## src/rtl/dtw_stream_io.sv

```systemverilog
// Host-side stream framer for the DTW core: feeds the src FIFO from a 32-bit ingress stream
// and assembles 3-word result records from the sink FIFO onto a valid/ready port.
module dtw_stream_io #(
  parameter int AXIS_WIDTH    = 32,
  parameter int WIDTH         = 16,
  parameter int SQG_SIZE      = 250,
  parameter int START_TIMEOUT = 4
) (
  input  logic                  clk,
  input  logic                  rst_n,
  input  logic                  op_mode,
  input  logic [31:0]           ref_len,
  input  logic [AXIS_WIDTH-1:0] s_tdata,
  input  logic                  s_tvalid,
  input  logic                  s_tlast,
  output logic                  s_tready,
  output logic                  rs,
  input  logic                  busy,
  input  logic                  load_done,
  input  logic                  src_fifo_clear,
  output logic                  src_fifo_wren,
  output logic [AXIS_WIDTH-1:0] src_fifo_data,
  input  logic                  src_fifo_full,
  output logic                  sink_fifo_rden,
  input  logic                  sink_fifo_empty,
  input  logic [AXIS_WIDTH-1:0] sink_fifo_data,
  output logic [AXIS_WIDTH-1:0] m_qid,
  output logic [AXIS_WIDTH-1:0] m_position,
  output logic [WIDTH-1:0]      m_minval,
  output logic                  m_valid,
  input  logic                  m_ready,
  output logic                  err_short,
  output logic                  err_long,
  output logic                  err_rej,
  input  logic                  err_clr,
  output logic [15:0]           frames_done
);

  localparam int          TW       = (START_TIMEOUT > 1) ? $clog2(START_TIMEOUT) : 1;
  localparam logic [TW-1:0] TMO_LAST = TW'(START_TIMEOUT - 1);
  localparam logic [31:0] NEED_Q   = 32'(SQG_SIZE + 1);

  typedef enum logic [2:0] {I_IDLE, I_START, I_STREAM, I_PAD, I_DROP, I_WAIT} istate_t;
  typedef enum logic [1:0] {E_IDLE, E_CAP, E_OUT} estate_t;

  istate_t r_ist, w_ist_nxt;
  estate_t r_est, w_est_nxt;

  logic          r_mode;
  logic [31:0]   r_need;
  logic [31:0]   r_cnt;
  logic [TW-1:0] r_tmo;
  logic          r_rej;
  logic          r_rs;
  logic          r_err_short, r_err_long, r_err_rej;
  logic [15:0]   r_frames;
  logic          r_rec_done;
  logic [1:0]    r_k;
  logic [AXIS_WIDTH-1:0] r_qid, r_pos;
  logic [WIDTH-1:0]      r_minval;

  logic                  w_tready, w_wren, w_start, w_fdone;
  logic                  w_set_short, w_set_long, w_set_rej;
  logic [AXIS_WIDTH-1:0] w_wdata;
  logic                  w_last, w_pad_done, w_fifo_ok;
  logic                  w_rden, w_acc;

  // w_last: the word being written now completes the frame
  assign w_last     = ({1'b0, r_cnt} + 33'd1) >= {1'b0, r_need};
  assign w_pad_done = r_cnt >= r_need;
  assign w_fifo_ok  = !src_fifo_full && !src_fifo_clear;
  assign w_acc      = (r_est == E_OUT) && m_ready;

  always_comb begin
    w_ist_nxt   = r_ist;
    w_tready    = 1'b0;
    w_wren      = 1'b0;
    w_wdata     = '0;
    w_start     = 1'b0;
    w_fdone     = 1'b0;
    w_set_short = 1'b0;
    w_set_long  = 1'b0;
    w_set_rej   = 1'b0;
    case (r_ist)
      I_IDLE: begin
        if (s_tvalid) begin
          w_start   = 1'b1;
          w_ist_nxt = I_START;
        end
      end
      I_START: begin
        if (busy && !src_fifo_clear) begin
          w_ist_nxt = I_STREAM;
        end else if (!busy && r_tmo == TMO_LAST) begin
          w_set_rej = 1'b1;
          w_ist_nxt = I_DROP;
        end
      end
      I_STREAM: begin
        w_tready = w_fifo_ok;
        if (s_tvalid && w_fifo_ok) begin
          w_wren  = 1'b1;
          w_wdata = s_tdata;
          if (w_last) begin
            if (s_tlast) begin
              w_ist_nxt = I_WAIT;
            end else begin
              w_set_long = 1'b1;
              w_ist_nxt  = I_DROP;
            end
          end else if (s_tlast) begin
            w_set_short = 1'b1;
            w_ist_nxt   = I_PAD;
          end
        end
      end
      I_PAD: begin
        if (w_pad_done) begin
          w_ist_nxt = I_WAIT;
        end else if (w_fifo_ok) begin
          w_wren = 1'b1;
          if (w_last) w_ist_nxt = I_WAIT;
        end
      end
      I_DROP: begin
        w_tready = 1'b1;
        if (s_tvalid && s_tlast) w_ist_nxt = r_rej ? I_IDLE : I_WAIT;
      end
      I_WAIT: begin
        // queries also hold until the host has taken the result record
        if (!busy && (r_mode || r_rec_done)) begin
          w_fdone   = 1'b1;
          w_ist_nxt = I_IDLE;
        end
      end
      default: w_ist_nxt = I_IDLE;
    endcase
  end

  always_ff @(posedge clk or negedge rst_n) begin
    if (!rst_n) begin
      r_ist    <= I_IDLE;
      r_mode   <= 1'b0;
      r_need   <= '0;
      r_cnt    <= '0;
      r_tmo    <= '0;
      r_rej    <= 1'b0;
      r_rs     <= 1'b0;
      r_frames <= '0;
    end else begin
      r_ist <= w_ist_nxt;
      r_rs  <= w_start;
      if (w_start) begin
        r_mode <= op_mode;
        r_need <= op_mode ? ref_len : NEED_Q;
        r_rej  <= 1'b0;
      end
      if (w_start)     r_cnt <= '0;
      else if (w_wren) r_cnt <= r_cnt + 32'd1;
      if (r_ist != I_START)      r_tmo <= '0;
      else if (r_tmo != TMO_LAST) r_tmo <= r_tmo + 1'b1;
      if (w_set_rej) r_rej <= 1'b1;
      if (w_fdone)   r_frames <= r_frames + 16'd1;
    end
  end

  // sticky errors: a set in the same cycle as err_clr wins
  always_ff @(posedge clk or negedge rst_n) begin
    if (!rst_n) begin
      r_err_short <= 1'b0;
      r_err_long  <= 1'b0;
      r_err_rej   <= 1'b0;
    end else begin
      r_err_short <= w_set_short | (r_err_short & ~err_clr);
      r_err_long  <= w_set_long  | (r_err_long  & ~err_clr);
      r_err_rej   <= w_set_rej   | (r_err_rej   & ~err_clr);
    end
  end

  always_ff @(posedge clk or negedge rst_n) begin
    if (!rst_n)       r_rec_done <= 1'b0;
    else if (w_acc)   r_rec_done <= 1'b1;
    else if (w_start) r_rec_done <= 1'b0;
  end

  always_comb begin
    w_est_nxt = r_est;
    w_rden    = 1'b0;
    case (r_est)
      E_IDLE: begin
        if (!sink_fifo_empty) begin
          w_rden    = 1'b1;
          w_est_nxt = E_CAP;
        end
      end
      E_CAP:   w_est_nxt = (r_k == 2'd2) ? E_OUT : E_IDLE;
      E_OUT:   if (m_ready) w_est_nxt = E_IDLE;
      default: w_est_nxt = E_IDLE;
    endcase
  end

  // sink data is valid the cycle after rden, i.e. while in E_CAP
  always_ff @(posedge clk or negedge rst_n) begin
    if (!rst_n) begin
      r_est    <= E_IDLE;
      r_k      <= '0;
      r_qid    <= '0;
      r_pos    <= '0;
      r_minval <= '0;
    end else begin
      r_est <= w_est_nxt;
      if (r_est == E_CAP) begin
        case (r_k)
          2'd0:    r_qid    <= sink_fifo_data;
          2'd1:    r_pos    <= sink_fifo_data;
          default: r_minval <= sink_fifo_data[WIDTH-1:0];
        endcase
        r_k <= (r_k == 2'd2) ? 2'd0 : r_k + 2'd1;
      end
    end
  end

  assign s_tready       = w_tready;
  assign rs             = r_rs;
  assign src_fifo_wren  = w_wren;
  assign src_fifo_data  = w_wdata;
  assign sink_fifo_rden = w_rden;
  assign m_qid          = r_qid;
  assign m_position     = r_pos;
  assign m_minval       = r_minval;
  assign m_valid        = (r_est == E_OUT);
  assign err_short      = r_err_short;
  assign err_long       = r_err_long;
  assign err_rej        = r_err_rej;
  assign frames_done    = r_frames;

endmodule

```

## config.mk

```make
export PLATFORM = sky130hd
export DESIGN_NAME = dtw_stream_io
export DESIGN_NICKNAME = d
export VERILOG_FILES = /design/src/rtl/dtw_stream_io.sv
export SDC_FILE = /design/constraint.sdc
export NUM_CORES = 1
export LEC_CHECK = 0
export CORE_AREA = 2 2 197 141
export CTS_CLUSTER_DIAMETER = 200
export DETAILED_ROUTE_END_ITERATION = 8
export DIE_AREA = 0 0 199 143
export PLACE_DENSITY = 0.63
export SYNTH_ARGS = -nofsm -noshare
export SYNTH_HDL_FRONTEND = slang
export SYNTH_SLANG_ARGS = --single-unit
```

## constraint.sdc

```tcl
create_clock -name clk -period 3.25 [get_ports clk]
set_clock_uncertainty 0.2 [all_clocks]
set_input_delay 0.65 -clock clk [delete_from_list [all_inputs] [get_ports clk]]
set_output_delay 0.65 -clock clk [all_outputs]
set_load 0.005 [all_outputs]
```

==> results_dict.tcl <==
set metrics [dict create \
    status "finished with violations" \
    grt_pass1_vias 7689 \
    arrival_ns 3.77 \
    async_flop_share_pct 100 \
    drc 0 \
    hpwlAfterDp_um 20100 \
    synth_cell_types 58 \
    io_buffers 242 \
    r2r_slack_ns -0.39 \
    fillers 2304 \
    maxSlewViolCount 0 \
    syn_area_per_cell_sq_um 10.5 \
    cts.sinks 176 \
    rsz0062_at_grt "true" \
    p_per_area_nw_per_um2 708 \
    period_needed_ns 3.64 \
    synth_area_leaders "dfrtp_1, mux2_2, ha_1, nand2_1, o21ai_0" \
    ios 244 \
    grt_pass1_wl_um 42600 \
    holdBufCountCts 0 \
    tritoncts "yes" \
    dp_worst_setup_slack_ns -0.406 \
    fin_crit_sh_pct 112 \
    finalSetupViolations 5 \
    drt-total-wl_um 27600 \
    syn_area_sq_um 9200 \
    synth-seq-cells 176 \
    synth_nets 1054 \
    criticalPathCategory "register to register" \
    clk_latency_ns 0.43 \
    grt.overflow.total 0 \
    end_kind "register" \
    drt_iter0_drc 375 \
    dieHeight_um 143 \
    synth_edf_count 0 \
    syn_to_final_growth_pct 54.8 \
    yosysTopAreaCell "dfrtp_1" \
    finalHoldViolCount 0 \
    finalNetCount 1430 \
    layout-drive-gt1-share_pct 27.0 \
    dieArea_sq_um 28500 \
    hold_path.class "input pin to async pin" \
    multi_input_comb_area_sq_um 4940 \
    slew_headroom_pct 35.9 \
    fin_tns_setup_ns -1.40 \
    holdWs_ns 0.0348 \
    critPathRequiredTime_ns 3.38 \
    fin_ws_ns -0.386 \
    tightest_slew_ns 0.959 \
    vias 7895 \
    yosys.area.top_type_share_pct 47.9 \
    rows 50 \
    yosysWarningCount 0 \
    worstPathMaxFanout 5 \
    cts_buffers 17 \
    wl_per_cell_um 16.9 \
    regArea_sq_um 4410 \
    fin_cells 1632 \
    core_sq_um 26500 \
    cts.htree.levels 4 \
    ant_nets 0 \
    initial_core_util_pct 34.8 \
    track_usage_pct 19.4 \
    cts-root-buf "clkbuf_16" \
    crit_path_start_kind "register" \
    clockBufferDepth 2 \
    vias_per_cell 4.84 \
    gp_congestion 0.876 \
    clk_pin_slew_ns 0.07 \
    grt_max_degree 77 \
    ys.flop_type "dfrtp_1" \
    synth_seq_area_share_pct 47.9 \
    synth_cells 879 \
    dp_cells 1575 \
    die_x_um 199 \
    first_pass_iters 5 \
    fmax_mhz 275 \
    power.leakage_uw 0.00652 \
    antenna_found_initial 1 \
    synth_most_common_cell "dfrtp_1" \
    drv_cap 0 \
    ys_top_cells_by_count "dfrtp_1, nand2_1, mux2_2" \
    vdd_drop_max_mv 0.335 \
    violations "negative setup slack" \
]
-- worst paths after layout --
kind / start / end / cells after the start
worst min register to register: frames_done[15] / frames_done[15] / 1
max in group asynchronous: rst_n / r_est[1] / 2
worst min-delay path: rst_n / r_need[2] / 1
worst max register to register: r_cnt[10] / r_ist[2] / 15
worst max-delay path: r_cnt[10] / r_ist[2] / 15
min in group clk: frames_done[15] / frames_done[15] / 1
-- logic make-up after synthesis --
family	synth area share [%]
xor gates and xnor gates	4.38
and+or+nand+nor	15.6
muxes	10.1
adders and majority gates	9.11
buffers and inverters	3.81
DFF	47.9
AOI/OAI and AO/OA	9.15
-- power breakdown --
part,total (uW),internal (uW),switching (uW)
Sequential,3360,2980,376
Combinational,4550,2560,1990
Clock,2180,1250,935
Total,10100,6790,3300
-- critical path, stage by stage (launching register included) --
cell and delay, ns:
dfrtp_1 0.35, nand4_1 0.25, nor4_4 0.40, and2_4 0.20
and2b_1 0.18, buf_6 0.12, nand3_2 0.09, xnor2_2 0.16
ha_1 0.30, nand3_2 0.12, nor4_4 0.32, o41a_1 0.24
nor4_4 0.06, buf_6 0.14, o22a_1 0.20, o31ai_2 0.21
-- area by class of cell --
type                            instances  share of cell area (%)
Tap cell                              364                    3.20
Sequential cell                       176                    30.9
Inverter                               52                    1.37
Clock buffer                           18                    3.08
Clock inverter                         13                    1.24
Timing Repair Buffer                  391                    25.5
Antenna cell                            1                  0.0176
Multi-Input combinational cell        617                    34.7
-- cell usage in the layout, fill, tap and decap left out, drive strengths merged, types with 17 or more instances in the layout --
master	count
nor2	33
and2	37
xnor2	29
inv	57
o21ai	60
xor2	17
a21oi	33
dfrtp	176
clkbuf	19
nand2	94
ha	67
dlygate4sd2	18
mux2	82
nand3	52
buf	150
clkdlybuf4s50	222
-- state kept, by name, indices dropped and copies added, names as in the netlist, 2 cells and up --
signal / flops
frames_done: 16
m_minval: 16
m_position: 32
m_qid: 32
r_cnt: 32
r_est: 2
r_ist: 3
r_k: 2
r_need: 32
r_tmo: 2
-- repair_timing --
action,in CTS,in global routing
gates resized for setup,53,65
cloned,1,0
setup buffers,8,17
pin swaps,19,54
endpoints found under the setup margin,53,35
-- routing by layer --
metal  vias up  share of wire (%)  GRT usage, %
li1       3823                  -             -
met2       220                 45          29.1
met3        28                4.9          4.06
met1      3824                 48          28.1
met4         0                1.8          5.81
met5         -                  0             0
-- through the flow --
stage | utilization (%) | total power, uW | instance area, sq um
after detailed placement | 49.0 | 7650 | 13000
after global placement | 49.0 | 7570 | 13000
final | 53.8 | 10100 | 14200
after CTS | 52.1 | 10000 | 13800
after floorplan | - | 5250 | 9260
after global routing | 53.8 | 10700 | 14200
Note: power is estimated with default switching activity, not from simulation.
